$ cat config.mk
export PLATFORM = sky130hd
export DESIGN_NAME = ysyx_040750_onehot_dispatch
export DESIGN_NICKNAME = d
export VERILOG_FILES = /design/src/rtl/ysyx_040750_onehot_dispatch.sv
export SDC_FILE = /design/constraint.sdc
export NUM_CORES = 1
export LEC_CHECK = 0
export ABC_AREA = 0
export CAP_MARGIN = 20
export CORE_MARGIN = 1.5
export CORE_UTILIZATION = 50
export CTS_CLUSTER_DIAMETER = 200
export DETAILED_ROUTE_END_ITERATION = 10
export PLACE_DENSITY_LB_ADDON = 0.2
export SYNTH_ARGS = -nofsm -noshare
export SYNTH_HDL_FRONTEND = slang
export SYNTH_SLANG_ARGS = --single-unit
$ cat constraint.sdc
create_clock -name I_clk -period 4 [get_ports I_clk]
set_clock_uncertainty 0.15 [all_clocks]
set_input_delay 0.4 -clock I_clk [delete_from_list [all_inputs] [get_ports I_clk]]
set_output_delay 0.4 -clock I_clk [all_outputs]
set_load 0.02 [all_outputs]
$ cat src/rtl/ysyx_040750_onehot_dispatch.sv
// Purpose: buffered 1-to-M demux; beats carry a one-hot destination and leave in strict order.
// Latency: 1 cycle push-to-output (registered FIFO head, no fall-through).
// Backpressure: O_ready registered from next-cycle occupancy; head stalls until its own I_ready bit.
//
// Ports:
//   I_clk / I_rst_n        clock, asynchronous active-low reset
//   I_valid/O_ready/I_data/I_sel   producer side, I_sel one-hot destination
//   O_valid/I_ready/O_data         consumer side, O_valid per destination, data broadcast
//   O_err / O_err_cnt      one-cycle drop pulse, saturating 8-bit drop count

// Purpose: generic DEPTH-entry FIFO with occupancy-based full/empty and cleared storage.
// Latency: 1 cycle write-to-read; read data is 0 while empty.
// Backpressure: nfull_o is registered from next occupancy; caller must not push when it is low.
module ysyx_040750_onehot_dispatch_fifo #(
    parameter int W     = 68,
    parameter int DEPTH = 2
) (
    input  logic         clk_i,
    input  logic         rst_n_i,
    input  logic         push_i,
    input  logic [W-1:0] wdat_i,
    input  logic         pop_i,
    output logic [W-1:0] rdat_o,
    output logic         nfull_o
);
    localparam int AW = $clog2(DEPTH);
    localparam int CW = $clog2(DEPTH + 1);

    logic [W-1:0]  mem_q [DEPTH];
    logic [AW-1:0] wptr_q;
    logic [AW-1:0] rptr_q;
    logic [CW-1:0] cnt_q;
    logic [CW-1:0] cnt_d;
    logic          nfull_q;

    // Occupancy, not pointer equality, decides full/empty so pointers can wrap freely.
    always_comb begin
        cnt_d = cnt_q + CW'(push_i) - CW'(pop_i);
    end

    always_ff @(posedge clk_i or negedge rst_n_i) begin
        if (!rst_n_i) begin
            for (int i = 0; i < DEPTH; i++) begin
                mem_q[i] <= '0;
            end
            wptr_q  <= '0;
            rptr_q  <= '0;
            cnt_q   <= '0;
            nfull_q <= 1'b0;
        end else begin
            if (push_i) begin
                mem_q[wptr_q] <= wdat_i;
                wptr_q        <= wptr_q + AW'(1);
            end
            if (pop_i) begin
                rptr_q <= rptr_q + AW'(1);
            end
            cnt_q   <= cnt_d;
            // Registered ready: a pop while full only reopens the input one cycle later.
            nfull_q <= (cnt_d < CW'(DEPTH));
        end
    end

    assign rdat_o  = (cnt_q != '0) ? mem_q[rptr_q] : '0;
    assign nfull_o = nfull_q;
endmodule

module ysyx_040750_onehot_dispatch #(
    parameter int N     = 64,
    parameter int M     = 4,
    parameter int DEPTH = 2
) (
    input  logic         I_clk,
    input  logic         I_rst_n,
    input  logic         I_valid,
    output logic         O_ready,
    input  logic [N-1:0] I_data,
    input  logic [M-1:0] I_sel,
    output logic [M-1:0] O_valid,
    input  logic [M-1:0] I_ready,
    output logic [N-1:0] O_data,
    output logic         O_err,
    output logic [7:0]   O_err_cnt
);
    logic           push;
    logic           sel_legal;
    logic           push_legal;
    logic           pop;
    logic [N+M-1:0] head;
    logic           err_q;
    logic [7:0]     err_cnt_q;

    // Exactly one bit set: nonzero and clearing the lowest set bit leaves nothing.
    assign sel_legal  = (I_sel != '0) && ((I_sel & (I_sel - M'(1))) == '0);
    assign push       = I_valid && O_ready;
    assign push_legal = push && sel_legal;

    // Head sel is all-zero while empty, so an empty FIFO never pops.
    assign pop = |(O_valid & I_ready);

    ysyx_040750_onehot_dispatch_fifo #(
        .W     (N + M),
        .DEPTH (DEPTH)
    ) u_fifo (
        .clk_i   (I_clk),
        .rst_n_i (I_rst_n),
        .push_i  (push_legal),
        .wdat_i  ({I_data, I_sel}),
        .pop_i   (pop),
        .rdat_o  (head),
        .nfull_o (O_ready)
    );

    assign O_data  = head[N+M-1:M];
    assign O_valid = head[M-1:0];

    // Illegal beats are accepted (to keep the producer moving) but never stored.
    always_ff @(posedge I_clk or negedge I_rst_n) begin
        if (!I_rst_n) begin
            err_q     <= 1'b0;
            err_cnt_q <= '0;
        end else begin
            err_q <= push && !sel_legal;
            if (push && !sel_legal && (err_cnt_q != 8'hFF)) begin
                err_cnt_q <= err_cnt_q + 8'd1;
            end
        end
    end

    assign O_err     = err_q;
    assign O_err_cnt = err_cnt_q;
endmodule
* After elaboration in Yosys (flattened, before gate mapping)
Index checks and enable logic that the tools add are counted.
** Word-level totals
- Word-level logic and storage cells :: 41
- Input port bits :: 75
- Memory bits (writable) :: 0
- Memories :: 0
- Output and inout port bits :: 78
- Bits in latches :: 0
- Bits in read-only memories :: 0
- Register bits after elaboration :: 150
** Cells by class
- Shifts and indexed selects :: 0
- Mux-type cells :: 7
- Order comparisons :: 4
- Multipliers :: 0
- Div/mod/pow operators :: 0
- Bitwise operators :: 4
- Equality and inequality tests :: 1
- Reductions and logical operators :: 11
- $add $sub $neg :: 6
** Operators with widths (number)
- $mux 68 :: 5
- $bwmux 136 :: 1
- $demux 68 s1 :: 1
- $add 8x1->8 const B :: 1
- $and 4x4->4 :: 2
- $ne 8x8->1 const B :: 1
- $logic_and 1x1->1 :: 6
- $ge 2x2->1 const B :: 2
- $logic_not 4->1 :: 1
- $not 1->2 :: 2
- $reduce_bool 4->1 :: 1
- $reduce_or 4->1 :: 1
- $sub 4x1->4 const B :: 1
- $add 1x1->1 const B :: 2
- $add 2x1->2 :: 1
- $lt 2x1->1 const B :: 1
- $lt 2x2->1 const B :: 1
- $reduce_bool 2->1 :: 1
- $sub 2x1->2 :: 1
- $logic_not 1->1 :: 1

* Depth between registers and ports, before layout
- Word-level depth :: 9
- Mapped depth :: 8
- Depth with buffers taken out :: 7

* Cells and area by module
Synthesis repeated with hierarchy kept, for this count alone.
** Second synthesis, totals
- Cells, all modules :: 503
- Area total of the unflattened synthesis :: 6897.9 um^2
** By module, submodules not included
- ysyx_040750_onehot_dispatch_fifo :: sequential area each 3528.4 um^2, times used 1, area each 6332.3 um^2, cells each 455
- ysyx_040750_onehot_dispatch :: sequential area each 225.2 um^2, times used 1, area each 565.5 um^2, cells each 48

* Least setup slack after synthesis
No wires, ideal clock.
- Path kind :: register to output
- Start point :: register u_fifo.rptr_q
- End point :: output port O_data[14]
- Buffers on the path :: 3
- Path slack :: 1.726 ns
- Arrival time :: 1.724 ns
- Required time :: 3.450 ns
- Stages on the path, launching flop included :: 6
- Cell sequence :: dfrtp_1 -> clkbuf_1 -> buf_2 -> buf_1 -> mux2i_1 -> nor2_1
** Between the ends
- Cells in the longest elaborated chain, start to end :: 5
** RTL lines
- start: declaration :: RTL line 31 : logic [AW-1:0] rptr_q;
- start signal: assignment :: RTL line 56 : rptr_q <= rptr_q + AW'(1);
- $not 1->2 (implied by the code) :: RTL line 64 : assign rdat_o = (cnt_q != '0) ? mem_q[rptr_q] : '0;
- $mux 68 (implied by the code) (3 in series) :: RTL line 64
- $mux 68 :: RTL line 64
- end: declaration :: RTL line 81 : output logic [N-1:0] O_data,
No other way between the ends. The select of a mux whose other input is x is not followed.

* Worst setup path after layout
- Start point :: register u_fifo.rptr_q
- End point :: output port O_data[40]
Same word-level chain as after synthesis.

==> out/metrics.yaml <==
status: "finished clean"
pre_cts_slack_ns: 0.665
rsz0062_at_grt: "no"
initial_core_util_pct: 51.1
routed_wl_um: 14500
tns_ns: 0
hpwl_um: 9520
hold_class: "reg -> reg"
fin_crit_sh_pct: 78.2
setup_viol: 0
arrival_ns: 2.58
die_y_um: 119
synth_area_um2: 6770
clk_latency_ns: 0.41
clk_path_buf_depth: 2
min_period_ns: 3.13
layout_setup_ws_ns: 0.873
yosys_register_bits: 150
cellPowerDensity_nw_per_um2: 889
clkSinkCount: 150
regToRegStartpoint: "u_fifo.rptr_q"
syn-num-nets: 586
yosysUniqueCellTypes: 31
ys_warn_count: 0
layout_common_cells: "clkdlybuf4s50_1 (151), dfrtp_1 (149), mux2_2 (120)"
drtIter0Drc: 191
grt_usage_pct: 21.5
fillers: 974
coreArea_um2: 13200
worst_pin_slew_ns: 0.943
drv_cap: 0
grt-ovfl-total: 0
first_pass_iters: 4
clkTransAtPathRegs_ns: 0.05
yosysTopAreaCellShare_pct: 55.4
die_area_um2: 14300
drive_above_1_share_pct: 24.0
root_buffer: "clkbuf_16"
crit_type: "reg -> out"
cts_tree: "yes"
die_w_um: 119
synth_area_leaders: "dfrtp_1 (55%), mux2_2 (20%), mux2i_1 (10%)"
ant_nets: 0
critPathLaunchType: "flop"
grt_pass1_wl_um: 23800
hold_viol_final: 0
num_rows: 42
vdd_drop_max_v: 0.000499
finalInstanceArea_um2: 9050
wl_per_cell_um: 17.0
cellLeakagePower_nw: 4.02
antenna_found_initial: 0
h-tree-depth: 4
worstSetupEndpointType: "output pin"
worstPathRequired_ns: 3.45
portBuffers: 152
viasPerCell: 5.22
startpoint: "u_fifo.rptr_q"
max_freq_mhz: 320
cts_resized: 0
yosysTopAreaCell: "dfrtp_1"
synthCells: 509
ys_seq_area_share_pct: 55.4
io_pins: 153
holdCritStartpoint: "u_fifo.mem_q[121]"
relSlewSlack_pct: 37.1
avgSynthCellArea_um2: 13.3
final_net_count: 739
grt_pass1_vias: 4802
area_growth_pct: 33.6
placed_area_um2: 8480
grt_max_degree: 103
drc: 0
n_antenna_cell: 0
final_common_cell: "clkdlybuf4s50_1"
gp_congestion: 0.838
crit_path_max_fanout: 38
slew_viol_final: 0
cts_buffers: 17
vias: 4436
routing by layer:
metal	global-route usage, %	part of all wire, %	up-vias
met5	0	0	-
met4	9.90	2.6	0
met3	5.41	4.2	27
met2	35.3	49	110
met1	27.0	44	2217
li1	-	-	2082
sequential cells by signal, summed over array words and instances (netlist names):
register and count:
u_fifo.wptr_q 1, u_fifo.cnt_q 2, O_err 1, u_fifo.mem_q 136, u_fifo.rptr_q 1, u_fifo.nfull_o 1, O_err_cnt 8
Yosys cell counts (all sizes together):
cell type / n
xor2: 7
nor4: 2
nand2b: 1
o21ai: 2
and3: 1
mux2: 140
o311ai: 1
nor3: 3
and2: 2
clkbuf: 6
nand3: 5
nor2: 73
ha: 2
dfrtp: 150
nand4: 1
xnor2: 4
a211o: 1
nand2: 6
buf: 25
nor4b: 1
inv: 2
nor3b: 2
mux2i: 68
o22ai: 1
or4b: 2
or4: 1
layout make-up:
type	count	area, um^2	share of cell area, %
well taps	176	220	2.43
clock buffers	28	517	5.71
clock inverters	3	40.0	0.442
inverters	2	7.51	0.0829
repair buffers	165	1650	18.2
multi-input cells	326	2860	31.6
flip-flops and latches	150	3760	41.5
power breakdown:
group | internal [W] | switching, W
sequential | 0.00225 | 0.000503
combinational | 0.00200 | 0.00179
clock | 0.000934 | 0.000569
worst max-delay path, cell delays in order (launching register included):
cell and delay [ns]:
dfrtp_4 0.89, buf_4 0.38, mux2i_1 0.28, nor2_1 0.07
clkdlybuf4s50_1 0.53
worst paths after layout:
check | to | slack (ns) | cells after the start
min in group asynchronous | u_fifo.mem_q[50] | 0.47 | 2
worst max register to register | u_fifo.nfull_o | 1.28 | 7
worst max-delay path | O_data[40] | 0.87 | 4
worst min register to register | u_fifo.mem_q[121] | 0.33 | 1
worst min-delay path | u_fifo.mem_q[121] | 0.33 | 1
max in group asynchronous | u_fifo.mem_q[58] | 2.25 | 3
metrics by stage:
stage	hold WS [ns]	std cells	utilization [%]	total power (W)
CTS	0.338	850	68.3	0.00812
global placement	0.316	817	64.0	0.00645
finish	0.335	850	68.3	0.00804
global route	0.351	850	68.3	0.00851
floorplan	-0.0456	509	-	0.00493
detailed placement	0.325	818	64.1	0.00658
what timing repair did:
action                                  4_1_cts  5_1_grt
buffers inserted                              0        0
hold buffers                                  1        0
endpoints found under the setup margin        0        0
endpoints found under the hold margin        59        0
logic make-up after synthesis:
group / Yosys count / share of synthesized area [%]
multiplexers: 208 / 33.3
flip-flops: 150 / 55.4
AND/OR/NAND/NOR: 100 / 6.45
buffers and inverters: 33 / 2.51
XOR/XNOR: 11 / 1.42
AO/OA/AOI/OAI: 5 / 0.499
adder cells (fa/ha/maj): 2 / 0.369
Power figures use the tool's default switching activity.
